### config.mk
export PLATFORM = sky130hd
export DESIGN_NAME = or1200_dc_maint_seq
export DESIGN_NICKNAME = d
export VERILOG_FILES = /design/src/rtl/or1200_dc_maint_pkg.sv /design/src/rtl/or1200_dc_maint_wdog.sv /design/src/rtl/or1200_dc_maint_seq.sv
export SDC_FILE = /design/constraint.sdc
export NUM_CORES = 1
export LEC_CHECK = 0
export CAP_MARGIN = 40
export CORE_ASPECT_RATIO = 2
export CORE_MARGIN = 2
export CORE_UTILIZATION = 64
export CTS_CLUSTER_DIAMETER = 30
export DETAILED_ROUTE_END_ITERATION = 6
export DONT_BUFFER_PORTS = 1
export PLACE_DENSITY = 0.85
export SYNTH_ARGS = -nofsm -noshare
export SYNTH_HDL_FRONTEND = slang
export SYNTH_SLANG_ARGS = --single-unit
### constraint.sdc
create_clock -name clk -period 2.6 [get_ports clk]
set_input_delay 0.26 -clock clk [delete_from_list [all_inputs] [get_ports clk]]
set_output_delay 0.26 -clock clk [all_outputs]
set_load 0.01 [all_outputs]
### src/rtl/or1200_dc_maint_pkg.sv
// Shared types and SPR sub-addresses for the data-cache block maintenance sequencer.
package or1200_dc_maint_pkg;

  typedef enum logic [2:0] {
    StIdle,
    StIssue,
    StRelease,
    StAbort,
    StAck,
    StWait
  } dc_maint_state_e;

  typedef enum logic {
    OpFlush,
    OpWriteback
  } dc_maint_op_e;

  // SPR sub-addresses inside the DC maintenance group
  localparam logic [2:0] SPR_DCBFR = 3'd2;
  localparam logic [2:0] SPR_DCBWR = 3'd4;
  localparam logic [2:0] SPR_DCRNG = 3'd6;

  // True for the sub-addresses that start a block operation
  function automatic logic is_block_op(logic [2:0] sub_addr);
    return (sub_addr == SPR_DCBFR) || (sub_addr == SPR_DCBWR);
  endfunction

endpackage

### src/rtl/or1200_dc_maint_wdog.sv
// Watchdog for one block op: cleared while idle, counts while enabled, flags the last
// allowed cycle. With TIMEOUT=0 the counter is removed and expiry never fires.
module or1200_dc_maint_wdog #(
  parameter int unsigned TIMEOUT = 255
) (
  input  logic clk,
  input  logic rst,
  input  logic clr_i,
  input  logic en_i,
  output logic expired_o
);

  if (TIMEOUT == 0) begin : g_off
    logic unused_wdog;
    assign unused_wdog = ^{clk, rst, clr_i, en_i};
    assign expired_o   = 1'b0;
  end else begin : g_on
    localparam int unsigned W = (TIMEOUT > 1) ? $clog2(TIMEOUT) : 1;
    localparam logic [W-1:0] LAST = W'(TIMEOUT - 1);
    localparam logic [W-1:0] ONE  = W'(1);

    logic [W-1:0] cnt_q, cnt_d;

    // Saturate at LAST so the counter can never wrap back through zero
    always_comb begin
      cnt_d = cnt_q;
      if (clr_i) begin
        cnt_d = '0;
      end else if (en_i && (cnt_q != LAST)) begin
        cnt_d = cnt_q + ONE;
      end
    end

    // Counter register
    always_ff @(posedge clk or posedge rst) begin
      if (rst) begin
        cnt_q <= '0;
      end else begin
        cnt_q <= cnt_d;
      end
    end

    assign expired_o = en_i && (cnt_q == LAST);
  end

endmodule

### src/rtl/or1200_dc_maint_seq.sv
// Block flush/writeback sequencer between the SPR bus and the DC FSM.
// Optional feature: define OR1200_DC_MAINT_RANGE_EN to enable the DCRNG range register
// so one flush/writeback walks range+1 consecutive lines.
module or1200_dc_maint_seq
  import or1200_dc_maint_pkg::*;
#(
  parameter int unsigned LINE_BYTES = 16,
  parameter int unsigned CNT_W      = 8,
  parameter int unsigned TIMEOUT    = 255
) (
  input  logic        clk,
  input  logic        rst,
  input  logic        spr_cs_i,
  input  logic        spr_write_i,
  input  logic [2:0]  spr_addr_i,
  input  logic [31:0] spr_dat_i,
  output logic        spr_ack_o,
  output logic        busy_o,
  output logic        err_o,
  output logic        dc_spr_cswe_o,
  output logic        dc_block_flush_o,
  output logic        dc_block_writeback_o,
  output logic [31:0] dc_addr_o,
  input  logic        mtspr_dc_done_i
);

  localparam logic [31:0]      LINE_MASK = 32'(LINE_BYTES - 1);
  localparam logic [31:0]      LINE_STEP = 32'(LINE_BYTES);
  localparam logic [CNT_W-1:0] REM_ONE   = CNT_W'(1);

  dc_maint_state_e  state_q, state_d;
  dc_maint_op_e     op_q, op_d;
  logic [31:0]      addr_q, addr_d;
  logic [CNT_W-1:0] rem_q, rem_d;
  logic             err_q, err_d;
  logic [CNT_W-1:0] range_val;
  logic             wd_expired;

`ifdef OR1200_DC_MAINT_RANGE_EN
  logic [CNT_W-1:0] range_q, range_d;

  // Range register persists across ops until reset or the next DCRNG write
  always_ff @(posedge clk or posedge rst) begin
    if (rst) begin
      range_q <= '0;
    end else begin
      range_q <= range_d;
    end
  end

  assign range_val = range_q;
`else
  assign range_val = '0;
`endif

  // Watchdog is held clear outside ISSUE, so every entry to ISSUE restarts it
  or1200_dc_maint_wdog #(
    .TIMEOUT(TIMEOUT)
  ) u_wdog (
    .clk       (clk),
    .rst       (rst),
    .clr_i     (state_q != StIssue),
    .en_i      (state_q == StIssue),
    .expired_o (wd_expired)
  );

  // Next-state and datapath updates
  always_comb begin
    state_d = state_q;
    op_d    = op_q;
    addr_d  = addr_q;
    rem_d   = rem_q;
    err_d   = err_q;
`ifdef OR1200_DC_MAINT_RANGE_EN
    range_d = range_q;
`endif
    unique case (state_q)
      StIdle: begin
        if (spr_cs_i) begin
          if (spr_write_i && is_block_op(spr_addr_i)) begin
            op_d    = (spr_addr_i == SPR_DCBFR) ? OpFlush : OpWriteback;
            addr_d  = spr_dat_i & ~LINE_MASK;
            rem_d   = range_val;
            err_d   = 1'b0;
            state_d = StIssue;
          end else begin
`ifdef OR1200_DC_MAINT_RANGE_EN
            if (spr_write_i && (spr_addr_i == SPR_DCRNG)) begin
              range_d = spr_dat_i[CNT_W-1:0];
            end
`endif
            state_d = StAck;
          end
        end
      end
      StIssue: begin
        // Done takes priority over a watchdog expiry in the same cycle
        if (mtspr_dc_done_i) begin
          state_d = StRelease;
        end else if (wd_expired) begin
          err_d   = 1'b1;
          state_d = StAbort;
        end
      end
      StRelease: begin
        if (rem_q == '0) begin
          state_d = StAck;
        end else begin
          addr_d  = addr_q + LINE_STEP;
          rem_d   = rem_q - REM_ONE;
          state_d = StIssue;
        end
      end
      StAbort: state_d = StAck;
      StAck:   state_d = StWait;
      StWait: begin
        // Hold here until the CPU drops cs so the same access is not taken twice
        if (!spr_cs_i) begin
          state_d = StIdle;
        end
      end
      default: state_d = StIdle;
    endcase
  end

  // State and datapath registers
  always_ff @(posedge clk or posedge rst) begin
    if (rst) begin
      state_q <= StIdle;
      op_q    <= OpFlush;
      addr_q  <= '0;
      rem_q   <= '0;
      err_q   <= 1'b0;
    end else begin
      state_q <= state_d;
      op_q    <= op_d;
      addr_q  <= addr_d;
      rem_q   <= rem_d;
      err_q   <= err_d;
    end
  end

  // Outputs decoded from registered state only
  always_comb begin
    spr_ack_o            = (state_q == StAck);
    busy_o               = !((state_q == StIdle) || (state_q == StWait));
    err_o                = err_q;
    dc_spr_cswe_o        = (state_q == StIssue);
    dc_block_flush_o     = (state_q == StIssue) && (op_q == OpFlush);
    dc_block_writeback_o = (state_q == StIssue) && (op_q == OpWriteback);
    dc_addr_o            = addr_q;
  end

endmodule
* Word level (Yosys, flattened, before mapping)
Cells that the tools add are included.
Operators by class: reduce and logical (&&, ||, !) cells 17, add/sub/neg operators 3, muxes and demuxes 23, equal/unequal tests 17, bitwise gates (word level) 1
Operator list (count):
- 32-bit 2-to-1 mux | 3
- 32-bit case mux with 2 select lines | 1
- 8-bit 2-to-1 mux | 5
- 32-bit by 5-bit adder with 32-bit output (second input constant) | 1
- 3-bit 2-to-1 mux | 6
- 3-bit case mux with 6 select lines | 1
- 8-bit case mux with 2 select lines | 1
- 2-bit != test (second input constant) | 6
- 3-bit by 2-bit equality test with 1-bit output (second input constant) | 3
- 3-bit equality test (second input constant) | 3
- 8-bit by 1-bit adder with 8-bit output (second input constant) | 1
- 8-bit equality test (second input constant) | 1
- 8-bit zero test | 1
- 8-bit != test (second input constant) | 1
- 8-bit by 1-bit subtractor with 8-bit output (second input constant) | 1
- 3-bit AND reduction | 2
- 2-bit nonzero test | 3
- 1-bit logical AND | 5
- 1-bit 2-to-1 mux | 5
- 5-bit AND reduction | 1
- 4-bit AND reduction | 1
- 3-bit by 1-bit equality test with 1-bit output (second input constant) | 1
- 3-bit zero test | 1
- 3-bit by 1-bit != test with 1-bit output (second input constant) | 1
- other kinds (5) | 6
Storage, ports and cells: word-level logic and storage cells 67, bits in registers 53, bits of input ports 40, output and inout bits 38

* Logic depth before layout (Yosys ltp)
Gate-level depths: netlist of the first run.
word-level depth 6, depth in mapped cells 8, mapped depth without buffers 7

* By module
Synthesis of the first run repeated with hierarchy kept, for this count alone.
Unflattened totals: cells, all modules 364, area, all modules 3070.4 µm²
By module, submodules not included:
- or1200_dc_maint_seq | times used 1, area each 2587.5 µm², sequential area each 1026.0 µm², cells an instance 314
- or1200_dc_maint_wdog | times used 1, area each 483.0 µm², sequential area each 200.2 µm², cells an instance 50

* Least setup slack after synthesis of the first run
Ideal clock, no wire load.
path kind reg-to-reg, from register rem_q[0], to register addr_q[14], in the netlist dc_addr_o[14], library setup time 0.127 ns, clock period less this slack 1.858 ns, cell stages (with the launch flop) 9, data arrival time 1.732 ns, data required time 2.473 ns, path slack 0.742 ns, cells stage by stage dfrtp_1 -> inv_1 -> ha_1 -> nor3b_2 -> a21oi_4 -> nor2_4 -> buf_6 -> a21oi_1 -> o2bb2a_1
On the way: longest elaborated chain between the ends 3
Ends and longest elaborated chain:
- start: declaration | RTL line or1200_dc_maint_seq.sv:34 | logic [CNT_W-1:0] rem_q, rem_d;
- start signal: assignment | RTL line or1200_dc_maint_seq.sv:138 | rem_q <= rem_d;
- 8-bit zero test | RTL line or1200_dc_maint_seq.sv:106 | if (rem_q == '0) begin
- 2-bit != test (no line)
- 4-bit AND reduction (no line)
- end signal: assignment | RTL line or1200_dc_maint_seq.sv:137 | addr_q <= addr_d;
- end: declaration | RTL line or1200_dc_maint_seq.sv:33 | logic [31:0] addr_q, addr_d;
No other way between the ends. A chain may end at the register's enable or synchronous reset.

* Final worst setup path of the first run
from register addr_q[4], in the netlist dc_addr_o[4], to register addr_q[24], in the netlist dc_addr_o[24]
On the way: longest elaborated chain between the ends 3
Ends and longest elaborated chain:
- 32-bit by 5-bit adder with 32-bit output | RTL line or1200_dc_maint_seq.sv:109 | addr_d = addr_q + LINE_STEP;
- 32-bit 2-to-1 mux | RTL line or1200_dc_maint_seq.sv:106
- 32-bit case mux with 2 select lines | RTL line or1200_dc_maint_seq.sv:77 | unique case (state_q)
No other way between the ends. The select of a mux whose other input is x is not followed.

==> results.sh, run 1 <==
export IMPL_fmax_ghz=0.444
export IMPL_detail_route_wl_per_cell_microns=19.2
export IMPL_postRouteAntennaNets=0
export IMPL_ios=78
export IMPL_yosys_most_used_dff="sky130_fd_sc_hd__dfrtp_1"
export IMPL_worst_hold_margin_ns=0.0495
export IMPL_tightestPinTransition_ns=0.923
export IMPL_post_synth_top_area_fraction_pct=40.0
export IMPL_num_nets_final=378
export IMPL_setup_tns_ns=0
export IMPL_finalHoldViolations=0
export IMPL_hold_path_class="input pin to flip-flop"
export IMPL_cts_tree="done"
export IMPL_post_synth_main_area_contributors="sky130_fd_sc_hd__dfrtp_1 (40%), sky130_fd_sc_hd__a21oi_1 (5.2%), sky130_fd_sc_hd__nand2_1 (4.0%)"
export IMPL_root_buffer="sky130_fd_sc_hd__clkbuf_8"
export IMPL_globalRouteOverflowTotal=0
export IMPL_report_final_slew_viol_count=0
export IMPL_grt_setup_unrepaired="no"
export IMPL_worstHoldStart="mtspr_dc_done_i"
export IMPL_number_of_global_route_vias_before_repair=2697
export IMPL_synth_sequential_area_ratio_pct=40.0
export IMPL_worst_path_max_fanout=8
export IMPL_synth_async_sr_flop_share_pct=100
export IMPL_rows=35
export IMPL_place_gp_congestion=0.837
export IMPL_area_used_by_multi_input_combinational_logic_sq_um=1660
export IMPL_route_detailed_vias_per_inst=6.85
export IMPL_drt_total_wl_mm=7.48
export IMPL_worstPathRequired_ns=2.77
export IMPL_post_synth_inst_count=343
export IMPL_finalSetupViolCount=0
export IMPL_critical_path_startpoint="dc_addr_o[4]$_DFFE_PP0P_"
export IMPL_synth_area_leader_cell="sky130_fd_sc_hd__dfrtp_1"
export IMPL_clock_skew_ns=0.00670
export IMPL_hpwlAfterDp_mm=5.42
export IMPL_port_buffers=0
export IMPL_synth_enable_flop_cells=0
export IMPL_synth_warnings=0
export IMPL_cts_clk_slew_worst_paths_ns=0.10
export IMPL_synth_distinct_cells=57
export IMPL_cp_cell_sequence="ha_1, and4_1, and2_1, nand2_1, o32ai_1, a2bb2oi_2"
export IMPL_cts_repair_resize_count=0
export IMPL_drt_iter0_markers=66
export IMPL_setup_worst_path_class="flip-flop to flip-flop"
export IMPL_power_ir_vdd_worst_mv=0.811
export IMPL_synth_most_common_cell="sky130_fd_sc_hd__dfrtp_1"
export IMPL_postSynthRegisterBits=49
export IMPL_yosys_top_cells_count="sky130_fd_sc_hd__dfrtp_1 (49), sky130_fd_sc_hd__nand2_1 (33), sky130_fd_sc_hd__a21oi_1 (32), sky130_fd_sc_hd__nor2_1 (31), sky130_fd_sc_hd__nand3_1 (23)"
export IMPL_synth_cell_area_sq_um=3060
export IMPL_floorplan_core_area_sq_um=4600
export IMPL_drive_gt1_share_pct=10.7
export IMPL_rr_startpoint="dc_addr_o[4]$_DFFE_PP0P_"
export IMPL_chipWidth_microns=52.9
export IMPL_cts_post_setup_buffers_inserted=0
export IMPL_syn2layout_area_growth_pct=4.21
export IMPL_regArea_sq_um=1230
export IMPL_arrival_ns=2.42
export IMPL_grt_start_max_net_pins=55
export IMPL_cts_root_to_sink_buffers=2
export IMPL_run_status="completed"
export IMPL_place_detailed_instances=381
export IMPL_start_util_pct=66.6
export IMPL_drc=0
export IMPL_h_tree_depth=2
export IMPL_cts_inserted_buffers=5
export IMPL_power_static_leakage_nw=1.24
export IMPL_max_slew_margin_rel_pct=38.2
export IMPL_vias=2672
export IMPL_num_fill_cells=373
export IMPL_post_route_insts_no_fill=390
export IMPL_power_density_nw_per_um2=1080
export IMPL_insertedDiodeCount=0
export IMPL_die_area_sq_um=5390
export IMPL_crit_slowest_cell="sky130_fd_sc_hd__dfrtp_1"
export IMPL_worst_path_largest_cell_delay_ns=0.52
export IMPL_post_route_min_period_ns=2.25
export IMPL_layout_worst_path_cycle_share_pct=86.6
export IMPL_drv_cap=0
export IMPL_p_total_mw=3.45
export IMPL_kind_of_capture_point_of_the_worst_setup_path="flip-flop"
export IMPL_postLayoutCoreUtil_pct=69.4
export IMPL_die_height_microns=102
export IMPL_aggregate_global_route_resource_usage_pct=29.5
export IMPL_drt_pre_antenna_iters=4
export IMPL_number_of_antenna_violations_at_the_first_check_in_global_routing=0
export IMPL_clock_sinks=49
export IMPL_startpoint_type="flip-flop"
export IMPL_clk_insertion_delay_late_ns=0.31
export IMPL_grt_pass1_wl_mm=11.8
export IMPL_synthesis_area_per_instance_sq_um=8.93
repair_timing:
| item | in CTS | in global routing |
|---|---|---|
| hold buffers | 1 | 0 |
| setup endpoints to repair | 0 | 0 |
| endpoints found under the hold margin | 22 | 0 |
sequential cells by signal, indices dropped and copies added, names as in the netlist:
| register | cells |
|---|---|
| dc_addr_o | 28 |
| rem_q | 8 |
| u_wdog.g_on.cnt_q | 8 |
| state_q | 3 |
| err_o | 1 |
| op_q | 1 |
metal layers:
metal  vias to the layer above  global-route usage (%)  routed length (microns)
li1                       1231                       -                        -
met1                      1297                    28.9                     2610
met2                       106                    52.8                     4040
met3                        38                    6.29                      392
met4                         0                    19.9                      442
met5                         -                       0                        0
per-stage QoR:
stage / cell area (sq um) / setup slack (ns)
final: 3190 / 0.348
after floorplan: 3070 / 0.742
after global placement: 3020 / 0.433
after CTS: 3190 / 0.365
after global routing: 3190 / 0.147
after detailed placement: 3040 / 0.374
cells by family after synthesis:
kind of cell | share of synthesized area, %
other cells | 0.122
flops | 40.0
simple gates | 23.9
fa+ha+maj | 1.63
compound gates | 24.6
buf+inv | 6.42
xor+xnor | 2.86
mux | 0.327
worst max-delay path: cells and delay by family, from the launching register on:
family / cells / cell delay, ns
and+or+nand+nor: 3 / 0.83
DFF: 1 / 0.52
AOI/OAI and AO/OA: 2 / 0.46
adders and majority gates: 1 / 0.29
where the power goes:
part           switching (mW)  internal, mW
combinational           0.630         0.495
sequential              0.589          1.08
clock                   0.275         0.387
cells in the final DEF, fill, tap and decap left out, types with 4 or more instances in the layout:
cell type                   instances
sky130_fd_sc_hd__clkbuf_8           5
sky130_fd_sc_hd__a21oi_1           32
sky130_fd_sc_hd__nor2_1            31
sky130_fd_sc_hd__conb_1             4
sky130_fd_sc_hd__a21oi_2            4
sky130_fd_sc_hd__nand4_1            5
sky130_fd_sc_hd__o31ai_1            5
sky130_fd_sc_hd__o21ai_0           17
sky130_fd_sc_hd__ha_1               4
sky130_fd_sc_hd__and4_1             7
sky130_fd_sc_hd__a31oi_1            7
sky130_fd_sc_hd__o21a_1             4
sky130_fd_sc_hd__nand3_1           23
sky130_fd_sc_hd__and2_1             6
sky130_fd_sc_hd__inv_1              9
sky130_fd_sc_hd__nor3_1             5
sky130_fd_sc_hd__o32ai_1            4
sky130_fd_sc_hd__a2bb2oi_2          4
sky130_fd_sc_hd__xor2_1             7
sky130_fd_sc_hd__and3_1             5
sky130_fd_sc_hd__nand2_1           33
sky130_fd_sc_hd__o22ai_1           12
sky130_fd_sc_hd__dfrtp_1           49
final timing paths:
kind | end | slack [ns] | depth (start not counted)
worst max-delay path | dc_addr_o[24]$_DFFE_PP0P_ | 0.35 | 6
worst min-delay path | err_o$_DFFE_PP0P_ | 0.05 | 1
worst max register to register | dc_addr_o[24]$_DFFE_PP0P_ | 0.35 | 6
worst min register to register | u_wdog.g_on.cnt_q[7]$_DFFE_PP0P_ | 0.53 | 1
max in group asynchronous | rem_q[5]$_DFFE_PP0P_ | 1.62 | 3
min in group asynchronous | u_wdog.g_on.cnt_q[0]$_DFFE_PP0P_ | 0.44 | 2
area by class of cell:
| type | count | share of cell area [%] |
|---|---|---|
| Clock inverter | 3 | 2.16 |
| Inverter | 10 | 1.18 |
| Tap cell | 55 | 2.16 |
| Multi-Input combinational cell | 263 | 51.9 |
| Clock buffer | 5 | 2.16 |
| Timing Repair Buffer | 5 | 2.04 |
| Sequential cell | 49 | 38.4 |
No activity file was read; power rests on OpenSTA's default activity.
==> run 2, diff against run 1 <==
--- a/config.mk
+++ b/config.mk
@@ -7,7 +7,6 @@
 export LEC_CHECK = 0
 export CAP_MARGIN = 40
 export CORE_ASPECT_RATIO = 2
-export CORE_MARGIN = 2
 export CORE_UTILIZATION = 64
 export CTS_CLUSTER_DIAMETER = 30
 export DETAILED_ROUTE_END_ITERATION = 6
==> results.sh, run 2 (synthesis gave the netlist of run 1 again) <==
export IMPL_run_status="completed"
export IMPL_die_height_microns=99.8
export IMPL_finalHoldViolations=0
export IMPL_clock_sinks=49
export IMPL_cts_tree="done"
export IMPL_port_buffers=0
export IMPL_worstPathRequired_ns=2.79
export IMPL_cts_clk_slew_worst_paths_ns=0.09
export IMPL_die_area_sq_um=5080
export IMPL_h_tree_depth=2
export IMPL_ios=78
export IMPL_drt_iter0_markers=115
export IMPL_post_route_min_period_ns=2.25
export IMPL_startpoint_type="flip-flop"
export IMPL_finalSetupViolCount=0
export IMPL_final_common_cell="sky130_fd_sc_hd__dfrtp_1"
export IMPL_worst_path_largest_cell_delay_ns=0.78
export IMPL_root_buffer="sky130_fd_sc_hd__clkbuf_8"
export IMPL_place_gp_congestion=0.874
export IMPL_route_detailed_vias_per_inst=6.81
export IMPL_hold_end="err_o$_DFFE_PP0P_"
export IMPL_fmax_ghz=0.445
export IMPL_cp_cell_sequence="nor2_1, nand3_1, o21ai_4, o21ai_1, a221o_1"
export IMPL_cts_root_to_sink_buffers=2
export IMPL_r2r_end="dc_addr_o[27]$_DFFE_PP0P_"
export IMPL_hold_path_class="input pin to flip-flop"
export IMPL_tightestPinTransition_ns=0.917
export IMPL_grt_start_max_net_pins=38
export IMPL_arrival_ns=2.43
export IMPL_detail_route_wl_per_cell_microns=18.2
export IMPL_rr_startpoint="state_q[2]$_DFFE_PP0P_"
export IMPL_postRouteAntennaNets=0
export IMPL_cts_inserted_buffers=5
export IMPL_drt_pre_antenna_iters=5
export IMPL_worstHoldStart="mtspr_dc_done_i"
export IMPL_layout_worst_path_cycle_share_pct=86.4
export IMPL_rows=35
export IMPL_drv_cap=0
export IMPL_globalRouteOverflowTotal=0
export IMPL_cts_repair_resize_count=0
export IMPL_worst_hold_margin_ns=0.0643
export IMPL_power_ir_vdd_worst_mv=0.744
export IMPL_start_util_pct=66.6
export IMPL_worst_hold_path_num_cells=1
export IMPL_place_detailed_instances=383
export IMPL_number_of_antenna_violations_at_the_first_check_in_global_routing=0
export IMPL_crit_slowest_cell="sky130_fd_sc_hd__o21ai_4"
export IMPL_mostFrequentLayoutCells="sky130_fd_sc_hd__dfrtp_1 (49), sky130_fd_sc_hd__nand2_1 (33), sky130_fd_sc_hd__a21oi_1 (32)"
export IMPL_floorplan_core_area_sq_um=4600
export IMPL_vias=2662
export IMPL_r2r_slack_ns=0.35
export IMPL_post_route_insts_no_fill=391
export IMPL_p_total_mw=3.31
export IMPL_grt_setup_unrepaired="no"
export IMPL_clk_insertion_delay_late_ns=0.30
export IMPL_depth_of_the_worst_register_to_register_path=5
export IMPL_number_of_global_route_vias_before_repair=2687
export IMPL_aggregate_global_route_resource_usage_pct=30.2
export IMPL_largest_register_ff_count=28
export IMPL_insertedDiodeCount=0
export IMPL_worst_path_max_fanout=35
export IMPL_syn2layout_area_growth_pct=3.19
export IMPL_power_density_nw_per_um2=1050
export IMPL_chipWidth_microns=50.9
export IMPL_drc=0
export IMPL_max_slew_margin_rel_pct=38.6
export IMPL_power_static_leakage_nw=1.23
export IMPL_drive_gt1_share_pct=11.0
export IMPL_hpwlAfterDp_mm=5.20
export IMPL_clock_skew_ns=0.00519
export IMPL_num_nets_final=380
export IMPL_setup_worst_path_class="flip-flop to flip-flop"
export IMPL_grt_pass1_wl_mm=11.9
export IMPL_setup_tns_ns=0
export IMPL_kind_of_capture_point_of_the_worst_setup_path="flip-flop"
export IMPL_report_final_slew_viol_count=0
export IMPL_drt_total_wl_mm=7.14
-- run 2: changes by cell type in the layout (fill, tap and decap cells not counted) --
cell                        previous run  this run
sky130_fd_sc_hd__buf_12                2         1
sky130_fd_sc_hd__buf_4                 2         5
sky130_fd_sc_hd__bufinv_16             2         1
sky130_fd_sc_hd__clkinv_2              0         1
sky130_fd_sc_hd__inv_6                 1         0
-- run 2: critical path, delay by kind of cell, from the launching register on --
family / cells / cell delay, ns
DFF: 1 / 0.53
and+or+nand+nor: 2 / 0.35
AOI/OAI and AO/OA: 3 / 1.26
-- run 2: power by group --
group	total [mW]	switching, mW	internal (mW)
clock network	0.532	0.252	0.280
registers	1.66	0.579	1.08
logic	1.12	0.625	0.495
total	3.31	1.46	1.85
-- run 2: worst max-delay path by stage --
stage	from	to	slack [ns]
6_report	state_q[2]$_DFFE_PP0P_	dc_addr_o[27]$_DFFE_PP0P_	0.35
5_1_grt	state_q[2]$_DFFE_PP0P_	dc_addr_o[27]$_DFFE_PP0P_	0.14
4_1_cts	state_q[2]$_DFFE_PP0P_	dc_addr_o[27]$_DFFE_PP0P_	0.37
3_5_place_dp	state_q[2]$_DFFE_PP0P_	dc_addr_o[27]$_DFFE_PP0P_	0.39
3_3_place_gp	state_q[0]$_DFFE_PP0P_	dc_addr_o[27]$_DFFE_PP0P_	0.44
2_1_floorplan	rem_q[0]$_DFFE_PP0P_	dc_addr_o[14]$_DFFE_PP0P_	0.74
-- run 2: per-stage QoR --
step	worst slack, ns	utilization [%]	area (sq um)
floorplan	0.742	-	3070
global placement	0.437	65.8	3030
detailed placement	0.395	66.2	3050
CTS	0.371	68.7	3160
global route	0.139	68.7	3160
finish	0.353	68.7	3160
-- run 2: layer usage --
metal / track usage (%) / vias to the layer above / wire length [microns]
met2: 54.0 / 119 / 3900
met5: 0 / - / 0
li1: - / 1234 / -
met4: 16.9 / 0 / 280
met3: 4.24 / 22 / 402
met1: 32.9 / 1287 / 2550
-- run 2: what timing repair did --
| action | in CTS | in global routing |
|---|---|---|
| setup buffers | 0 | 0 |
| hold buffers | 1 | 0 |
| endpoints found under the hold margin | 12 | 0 |
-- run 2: cell type report --
cell class	instances	area [sq um]
clock inverters	2	35.0
fillers	370	1440
clock buffers	5	68.8
flip-flops and latches	49	1230
multi-input cells	263	1660
well taps	55	68.8
inverters	10	37.5
repair buffers	7	67.6
==> run 3, diff against run 2 <==
==> constraint.sdc (replaced) <==
create_clock -name clk -period 2.21 [get_ports clk]
set_input_delay 0.221 -clock clk [delete_from_list [all_inputs] [get_ports clk]]
set_output_delay 0.221 -clock clk [all_outputs]
set_load 0.01 [all_outputs]
==> results.sh, run 3 (synthesis gave the netlist of run 1 again) <==
export IMPL_run_status="completed"
export IMPL_insertedDiodeCount=0
export IMPL_cts_clk_slew_worst_paths_ns=0.09
export IMPL_floorplan_core_area_sq_um=4600
export IMPL_port_buffers=0
export IMPL_power_static_leakage_nw=1.30
export IMPL_power_density_nw_per_um2=1240
export IMPL_grt_setup_unrepaired="no"
export IMPL_hpwlAfterDp_mm=5.79
export IMPL_pre_cts_slack_ns=0.155
export IMPL_drt_pre_antenna_iters=4
export IMPL_cts_root_to_sink_buffers=2
export IMPL_grt_pass1_wl_mm=12.8
export IMPL_clock_skew_ns=0.00776
export IMPL_arrival_ns=2.25
export IMPL_startpoint_type="flip-flop"
export IMPL_worst_path_max_fanout=11
export IMPL_rows=35
export IMPL_number_of_antenna_violations_at_the_first_check_in_global_routing=0
export IMPL_place_gp_congestion=0.873
export IMPL_finalSetupViolCount=0
export IMPL_number_of_global_route_vias_before_repair=2746
export IMPL_tightestPinTransition_ns=0.525
export IMPL_chipWidth_microns=50.9
export IMPL_ios=78
export IMPL_final_common_cell="sky130_fd_sc_hd__dfrtp_1"
export IMPL_die_area_sq_um=5080
export IMPL_num_nets_final=396
export IMPL_report_final_slew_viol_count=0
export IMPL_layout_worst_path_cycle_share_pct=93.1
export IMPL_kind_of_capture_point_of_the_worst_setup_path="flip-flop"
export IMPL_drt_total_wl_mm=8.01
export IMPL_detail_route_wl_per_cell_microns=19.7
export IMPL_cts_inserted_buffers=5
export IMPL_hold_path_class="input pin to flip-flop"
export IMPL_syn2layout_area_growth_pct=6.95
export IMPL_fmax_ghz=0.486
export IMPL_clock_sinks=49
export IMPL_grt_start_max_net_pins=25
export IMPL_drt_iter0_markers=87
export IMPL_start_util_pct=66.6
export IMPL_h_tree_depth=2
export IMPL_power_ir_vdd_worst_mv=0.796
export IMPL_route_detailed_vias_per_inst=6.74
export IMPL_die_height_microns=99.8
export IMPL_largest_register_ff_count=28
export IMPL_place_detailed_instances=399
export IMPL_max_slew_margin_rel_pct=64.9
export IMPL_vias=2743
export IMPL_root_buffer="sky130_fd_sc_hd__clkbuf_8"
export IMPL_cts_tree="done"
export IMPL_aggregate_global_route_resource_usage_pct=32.9
export IMPL_setup_slack_ns=0.152
export IMPL_drv_cap=0
export IMPL_postLayoutCoreUtil_pct=71.2
export IMPL_finalHoldViolations=0
export IMPL_post_route_min_period_ns=2.06
export IMPL_worstPathRequired_ns=2.40
export IMPL_clk_insertion_delay_late_ns=0.30
export IMPL_drive_gt1_share_pct=15.1
export IMPL_drc=0
export IMPL_postRouteAntennaNets=0
export IMPL_post_route_insts_no_fill=407
export IMPL_setup_worst_path_class="flip-flop to flip-flop"
export IMPL_mostFrequentLayoutCells="sky130_fd_sc_hd__dfrtp_1 (49), sky130_fd_sc_hd__nand2_1 (33), sky130_fd_sc_hd__a21oi_1 (32)"
export IMPL_setup_tns_ns=0
export IMPL_globalRouteOverflowTotal=0
run 3: cell count changes in the layout (fill, tap and decap cells not counted), sizes merged:
cell	before	now
clkbuf	5	7
clkinv	1	0
buf	6	22
bufinv	1	0
run 3: worst paths after layout:
path,from,endpoint,slack (ns),cells after the start
setup / recovery,rem_q[0]$_DFFE_PP0P_,dc_addr_o[15]$_DFFE_PP0P_,0.15,8
max in group asynchronous,rst,dc_addr_o[13]$_DFFE_PP0P_,1.20,3
setup reg to reg,rem_q[0]$_DFFE_PP0P_,dc_addr_o[15]$_DFFE_PP0P_,0.15,8
hold / removal,mtspr_dc_done_i,err_o$_DFFE_PP0P_,0.03,1
min in group asynchronous,rst,u_wdog.g_on.cnt_q[5]$_DFFE_PP0P_,0.41,2
hold reg to reg,u_wdog.g_on.cnt_q[7]$_DFFE_PP0P_,u_wdog.g_on.cnt_q[7]$_DFFE_PP0P_,0.53,1
run 3: area by class of cell:
class                      count  area, sq um
tap                           55         68.8
multi-input combinational    263         1670
clock buffer                   7         86.3
sequential                    49         1230
fill                         367         1320
timing repair buffer          23          188
inverter                      10         37.5
run 3: repair_timing:
item | 4_1_cts | 5_1_grt
hold buffers | 1 | 0
gates resized for setup | 0 | 2
hold endpoints to repair | 22 | 0
buffers inserted | 0 | 0
setup endpoints to repair | 0 | 7
run 3: per-stage QoR:
| step | hold WS, ns | total power [mW] | area [sq um] |
|---|---|---|---|
| after floorplan | 0.333 | 2.98 | 3070 |
| after global placement | 0.163 | 3.34 | 3170 |
| after detailed placement | 0.167 | 3.46 | 3170 |
| after CTS | 0.0123 | 4.01 | 3260 |
| after global routing | 0.0150 | 4.30 | 3270 |
| final | 0.0251 | 4.05 | 3270 |
run 3: power breakdown:
part,internal (mW),switching (mW)
clock,0.249,0.291
sequential,1.27,0.558
combinational,0.720,0.962
run 3: per-layer routing:
| metal | up-vias | wire [microns] | track usage, % | share of wire (%) |
|---|---|---|---|---|
| li1 | 1266 | - | - | - |
| met1 | 1328 | 2880 | 35.5 | 36 |
| met2 | 119 | 4330 | 58.2 | 54 |
| met3 | 30 | 372 | 4.55 | 4.6 |
| met4 | 0 | 424 | 20.3 | 5.3 |
| met5 | - | 0 | 0 | 0 |
run 3: critical path, cell delays in order, from the launching register on:
cell                      delay (ns)
sky130_fd_sc_hd__dfrtp_1        0.44
sky130_fd_sc_hd__inv_1          0.11
sky130_fd_sc_hd__ha_1           0.23
sky130_fd_sc_hd__nor3b_4        0.34
sky130_fd_sc_hd__a21oi_4        0.12
sky130_fd_sc_hd__nor2_4         0.23
sky130_fd_sc_hd__buf_4          0.22
sky130_fd_sc_hd__a21oi_1        0.06
sky130_fd_sc_hd__o22a_1         0.19
